--- src/rtl/dot_product_sequencer.sv ---
// Purpose: feeds one MAC lane with a job of len (data, weight) pairs, then captures the accumulator as the result.
// Latency: res_valid rises two edges after the edge that accepts the last pair (or the start edge for len=0).
// Backpressure: in_ready only in FEED (one pair per cycle); the result is held in HOLD until res_ready.
module dot_product_sequencer #(
    parameter int DW    = 32,
    parameter int LEN_W = 16
) (
    input  logic             clk,
    input  logic             rst_n,
    input  logic             start,
    input  logic [LEN_W-1:0] len,
    output logic             busy,
    input  logic [DW-1:0]    in_data,
    input  logic             in_data_valid,
    input  logic [DW-1:0]    in_weight,
    input  logic             in_weight_valid,
    output logic             in_ready,
    output logic             mac_clear,
    output logic [DW:0]      mac_data,
    output logic [DW:0]      mac_weight,
    input  logic [DW-1:0]    mac_out,
    output logic [DW-1:0]    res_value,
    output logic             res_valid,
    input  logic             res_ready
);

    typedef enum logic [2:0] {
        S_IDLE,
        S_CLEAR,
        S_FEED,
        S_FLUSH,
        S_CAPTURE,
        S_HOLD
    } state_t;

    state_t           state_q, state_d;
    logic [LEN_W-1:0] len_q, len_d;
    logic [LEN_W-1:0] count_q, count_d;
    logic [DW-1:0]    dat_val_q, dat_val_d;
    logic [DW-1:0]    wgt_val_q, wgt_val_d;
    logic             pair_vld_q, pair_vld_d;
    logic [DW-1:0]    res_value_q, res_value_d;
    logic             res_valid_q, res_valid_d;
    logic             accept;

    // A pair is taken only while feeding and only when both operands are present.
    assign accept = (state_q == S_FEED) && in_data_valid && in_weight_valid;

    // Every output is a flop or a pure decode of the state register.
    assign busy       = (state_q != S_IDLE);
    assign in_ready   = (state_q == S_FEED);
    assign mac_clear  = (state_q == S_CLEAR);
    assign mac_data   = {dat_val_q, pair_vld_q};
    assign mac_weight = {wgt_val_q, pair_vld_q};
    assign res_value  = res_value_q;
    assign res_valid  = res_valid_q;

    // Next-state and datapath decisions; operand values hold when no pair is accepted.
    always_comb begin
        state_d     = state_q;
        len_d       = len_q;
        count_d     = count_q;
        dat_val_d   = dat_val_q;
        wgt_val_d   = wgt_val_q;
        pair_vld_d  = 1'b0;
        res_value_d = res_value_q;
        res_valid_d = res_valid_q;
        case (state_q)
            S_IDLE: begin
                if (start) begin
                    len_d   = len;
                    count_d = '0;
                    state_d = S_CLEAR;
                end
            end
            S_CLEAR: begin
                state_d = (len_q == '0) ? S_CAPTURE : S_FEED;
            end
            S_FEED: begin
                if (accept) begin
                    dat_val_d  = in_data;
                    wgt_val_d  = in_weight;
                    pair_vld_d = 1'b1;
                    count_d    = count_q + LEN_W'(1);
                    if (count_q == len_q - LEN_W'(1)) begin
                        state_d = S_FLUSH;
                    end
                end
            end
            S_FLUSH: begin
                state_d = S_CAPTURE;
            end
            S_CAPTURE: begin
                // The last pair entered the MAC on the previous edge, so mac_out is final here.
                res_value_d = mac_out;
                res_valid_d = 1'b1;
                state_d     = S_HOLD;
            end
            S_HOLD: begin
                if (res_ready) begin
                    res_valid_d = 1'b0;
                    state_d     = S_IDLE;
                end
            end
            default: begin
                state_d = S_IDLE;
            end
        endcase
    end

    // State and datapath registers; reset aborts any job in flight.
    always_ff @(posedge clk or negedge rst_n) begin
        if (!rst_n) begin
            state_q     <= S_IDLE;
            len_q       <= '0;
            count_q     <= '0;
            dat_val_q   <= '0;
            wgt_val_q   <= '0;
            pair_vld_q  <= 1'b0;
            res_value_q <= '0;
            res_valid_q <= 1'b0;
        end else begin
            state_q     <= state_d;
            len_q       <= len_d;
            count_q     <= count_d;
            dat_val_q   <= dat_val_d;
            wgt_val_q   <= wgt_val_d;
            pair_vld_q  <= pair_vld_d;
            res_value_q <= res_value_d;
            res_valid_q <= res_valid_d;
        end
    end

endmodule
--- config.mk ---
export PLATFORM = sky130hd
export DESIGN_NAME = dot_product_sequencer
export DESIGN_NICKNAME = d
export VERILOG_FILES = /design/src/rtl/dot_product_sequencer.sv
export SDC_FILE = /design/constraint.sdc
export NUM_CORES = 1
export LEC_CHECK = 0
export BUFFER_PORTS_ARGS = -buffer_cell sky130_fd_sc_hd__buf_2
export CORE_UTILIZATION = 45
export DETAILED_ROUTE_END_ITERATION = 8
export GPL_TIMING_DRIVEN = 0
export MAX_ROUTING_LAYER = met4
export PLACE_DENSITY = 0.82
export SYNTH_ARGS = -nofsm -noshare
export SYNTH_HDL_FRONTEND = slang
export SYNTH_SLANG_ARGS = --single-unit
--- constraint.sdc ---
create_clock -name clk -period 3.2 [get_ports clk]
set_input_delay 0.32 -clock clk [delete_from_list [all_inputs] [get_ports clk]]
set_output_delay 0.32 -clock clk [all_outputs]
set_load 0.01 [all_outputs]
==> impl_metrics.csv <==
group,metric,value,unit
status,status,"complete, no violations",
timing,finalHoldViolations,0,
floorplan,die_h,115,µm
power,power.leakage,4.07,nW
cells_and_area,layout-drive-gt1-share,0.352,
timing,fin_crit_sh,0.812,
drt,dr.pass1.iters,4,
synth,synthTopCellsByArea,"dfrtp_1 (57%), nand2_1 (16%), mux2_2 (6.4%)",
floorplan,core_area,12600,µm²
cells_and_area,instances_no_fill,1021,
timing,setup_violations,0,
min_path,min_to,"dat_val_q[23]$_DFFE_PN0P_",
drt,wl,14200,µm
floorplan,initial_core_util,0.461,
floorplan,io_pins,220,
cells_and_area,n_antenna_cell,0,
global_route,grt_use_total,0.229,
worst_setup_path,endpoint_kind,"flop",
worst_setup_path,setup.worst_path.class,"flop to flop",
drt,wl_met1,6030,µm
timing,fmax,385,MHz
min_path,hold_depth,3,
timing,whs,0.0884,ns
drt,top_layer,"met4",
placed_design,place_congestion,0.855,
global_route,antenna_found_initial,0,
floorplan,die-area,13300,µm²
global_route,grt_max_degree,68,
global_route,grt_pass1_vias,4832,
cts,cts_tree,"done",
worst_setup_path,cp.required,3.51,ns
synth,ys_types,54,
synth,ys_ff_latch,133,
synth,synth_fp_nets,717,
timing,finalCriticalPeriod,2.60,ns
cts,cts_setup_buffers,0,
cts,cts.reportedPaths.clkPinSlew,0.06,ns
worst_setup_path,cp_max_fo,9,
synth,yosysSeqAreaShare,0.574,
cts,cts_root_buf,"clkbuf_16",
drt,ant_nets,0,
cells_and_area,syn_to_final_growth,33.5,%
worst_setup_path,rrSetupSlack,0.60,ns
timing,tightestPinTransition,0.807,ns
cts,htree_levels,4,
floorplan,die_width,115,µm
placed_design,dp_hpwl,10300,µm
synth,yosys-top-cells-count,"nand2_1 (249), dfrtp_1 (133), mux2_2 (33)",
synth,netlist_area,5790,µm²
drt,first_iter_violations,193,
flow_run,drv_cap,0,
synth,yosysTopAreaCell,"dfrtp_1",
drt,met2_length,7040,µm
synth,synth_enable_flop_cells,0,
timing,rsz0062_at_grt,"no",
cells_and_area,layout.nets,957,
drt,remaining_drc_errors,0,
power,powerDensity,984,nW/µm²
drt,vias,4962,
cts,ctsResizeCount,0,
drt,wl_per_cell,13.9,µm
placed_design,port-buffer-count,219,
synth,async_reset_ff_frac,1.00,
cts,cts.sinks,133,
synth,yosysMostFrequentCell,"nand2_1",
placed_design,dp.cells,988,
cts,insertion_delay,0.42,ns
timing,finalMaxSlewViolations,0,
synth,syn_area_per_cell,9.72,µm²
timing,relSlewSlack,0.458,
cts,clk_path_buf_depth,2,
drt,met3_wirelength,895,µm
synth,synth_top_area_share,0.574,
worst_setup_path,cp_data_arrival_time,2.90,ns
worst_setup_path,reg2regPathDepth,8,
cts,cts_buffers,17,
min_path,holdCritStartpoint,"in_data[23]",
worst_setup_path,critical_path.startpoint_type,"flop",
timing,setup_tns,0,ns
worst_setup_path,crit-reg2reg-launch,"state_q[2]$_DFFE_PN0P_",
timing,skew,0.00831,ns
synth,synth_cells,596,
min_path,hold_class,"primary input to flop",
global_route,grt-ovfl-total,0,
global_route,grt_first_pass_wirelength,22500,µm
worst_setup_path,reg2reg_to,"state_q[0]$_DFFE_PN0P_",
synth,yosysWarnings,0,
drt,post_drt_via_cell_ratio,4.86,
power,vdd_ir_drop_max,0.597,mV
floorplan,row_count,41,
synth,ys.flop_type,"dfrtp_1",
cells_and_area,fin_util,0.615,
routing by layer:
metal | vias up | GRT usage
met4 | 0 | 0.0918
met5 | - | -
li1 | 2423 | -
met1 | 2354 | 0.268
met3 | 21 | 0.0680
met2 | 164 | 0.369
flip-flops by register name, summed over array words and instances (netlist names):
| name | cells |
|---|---|
| state_q | 3 |
| dat_val_q | 32 |
| count_q | 16 |
| res_valid | 1 |
| len_q | 16 |
| pair_vld_q | 1 |
| res_value | 32 |
| wgt_val_q | 32 |
power by group:
part / switching [W] / internal (W)
clock: 0.000728 / 0.00119
combinational: 0.00156 / 0.00124
sequential: 0.000466 / 0.00243
total: 0.00275 / 0.00486
worst max-delay path, cell delays in order (launching register included):
cell and delay (ns):
dfrtp_1 0.35, clkbuf_1 0.19, nor3b_2 0.28, nand3_1 0.31, inv_1 0.31, nand4_1 0.13, a211o_1 0.24, or4_1 0.42
o41ai_2 0.24
cells by family after synthesis:
kind of cell,after synthesis,share of synthesized area
and+or+nand+nor,321,0.237
DFF,133,0.574
buffers and inverters,40,0.0302
AOI/OAI and AO/OA,38,0.0453
muxes,34,0.0659
xor gates and xnor gates,27,0.0408
adders and majority gates,3,0.00648
how the worst max path moves through the flow:
| stage | slack, ns | start | endpoint | cells after the start |
|---|---|---|---|---|
| finish | 0.60 | state_q[2]$_DFFE_PN0P_ | state_q[0]$_DFFE_PN0P_ | 8 |
| global route | 0.33 | state_q[2]$_DFFE_PN0P_ | dat_val_q[4]$_DFFE_PN0P_ | 8 |
| CTS | 0.53 | state_q[2]$_DFFE_PN0P_ | dat_val_q[6]$_DFFE_PN0P_ | 8 |
| detailed placement | 0.54 | state_q[2]$_DFFE_PN0P_ | dat_val_q[6]$_DFFE_PN0P_ | 8 |
| global placement | 0.05 | rst_n | res_value[19]$_DFFE_PN0P_ | 1 |
| floorplan | 0.96 | len_q[0]$_DFFE_PN0P_ | state_q[0]$_DFFE_PN0P_ | 8 |
layout make-up:
type / instances / area [µm²]
fillers: 1090 / 4830
flip-flops and latches: 133 / 3330
multi-input cells: 423 / 2290
repair buffers: 221 / 1140
clock buffers: 21 / 460
well taps: 172 / 215
plain buffers: 31 / 141
clock inverters: 11 / 124
inverters: 9 / 33.8
metrics by stage:
| step | instance area (µm²) | total power, W | setup WS (ns) |
|---|---|---|---|
| 2_1_floorplan | 5790 | 0.00456 | 0.956 |
| 3_3_place_gp | 7110 | 0.00561 | 0.0484 |
| 3_5_place_dp | 7140 | 0.00572 | 0.545 |
| 4_1_cts | 7730 | 0.00768 | 0.527 |
| 5_1_grt | 7730 | 0.00814 | 0.326 |
| 6_report | 7730 | 0.00761 | 0.602 |
placed cells by master, fill, tap and decap left out, types with 6 or more instances in the layout:
master,netlist,final
a21oi_1,7,7
buf_2,2,220
clkbuf_1,22,24
clkbuf_16,0,17
dfrtp_1,133,133
inv_1,9,9
mux2_2,33,33
nand2_1,249,249
nand4_1,6,6
nor2_1,19,19
nor3_1,10,10
o21ai_0,10,10
xnor2_1,16,16
xor2_1,11,11
repair_timing:
action,in CTS,in global routing
endpoints found under the setup margin,0,0
hold buffers,1,0
hold endpoints to repair,66,0
Power figures use the tool's default switching activity.
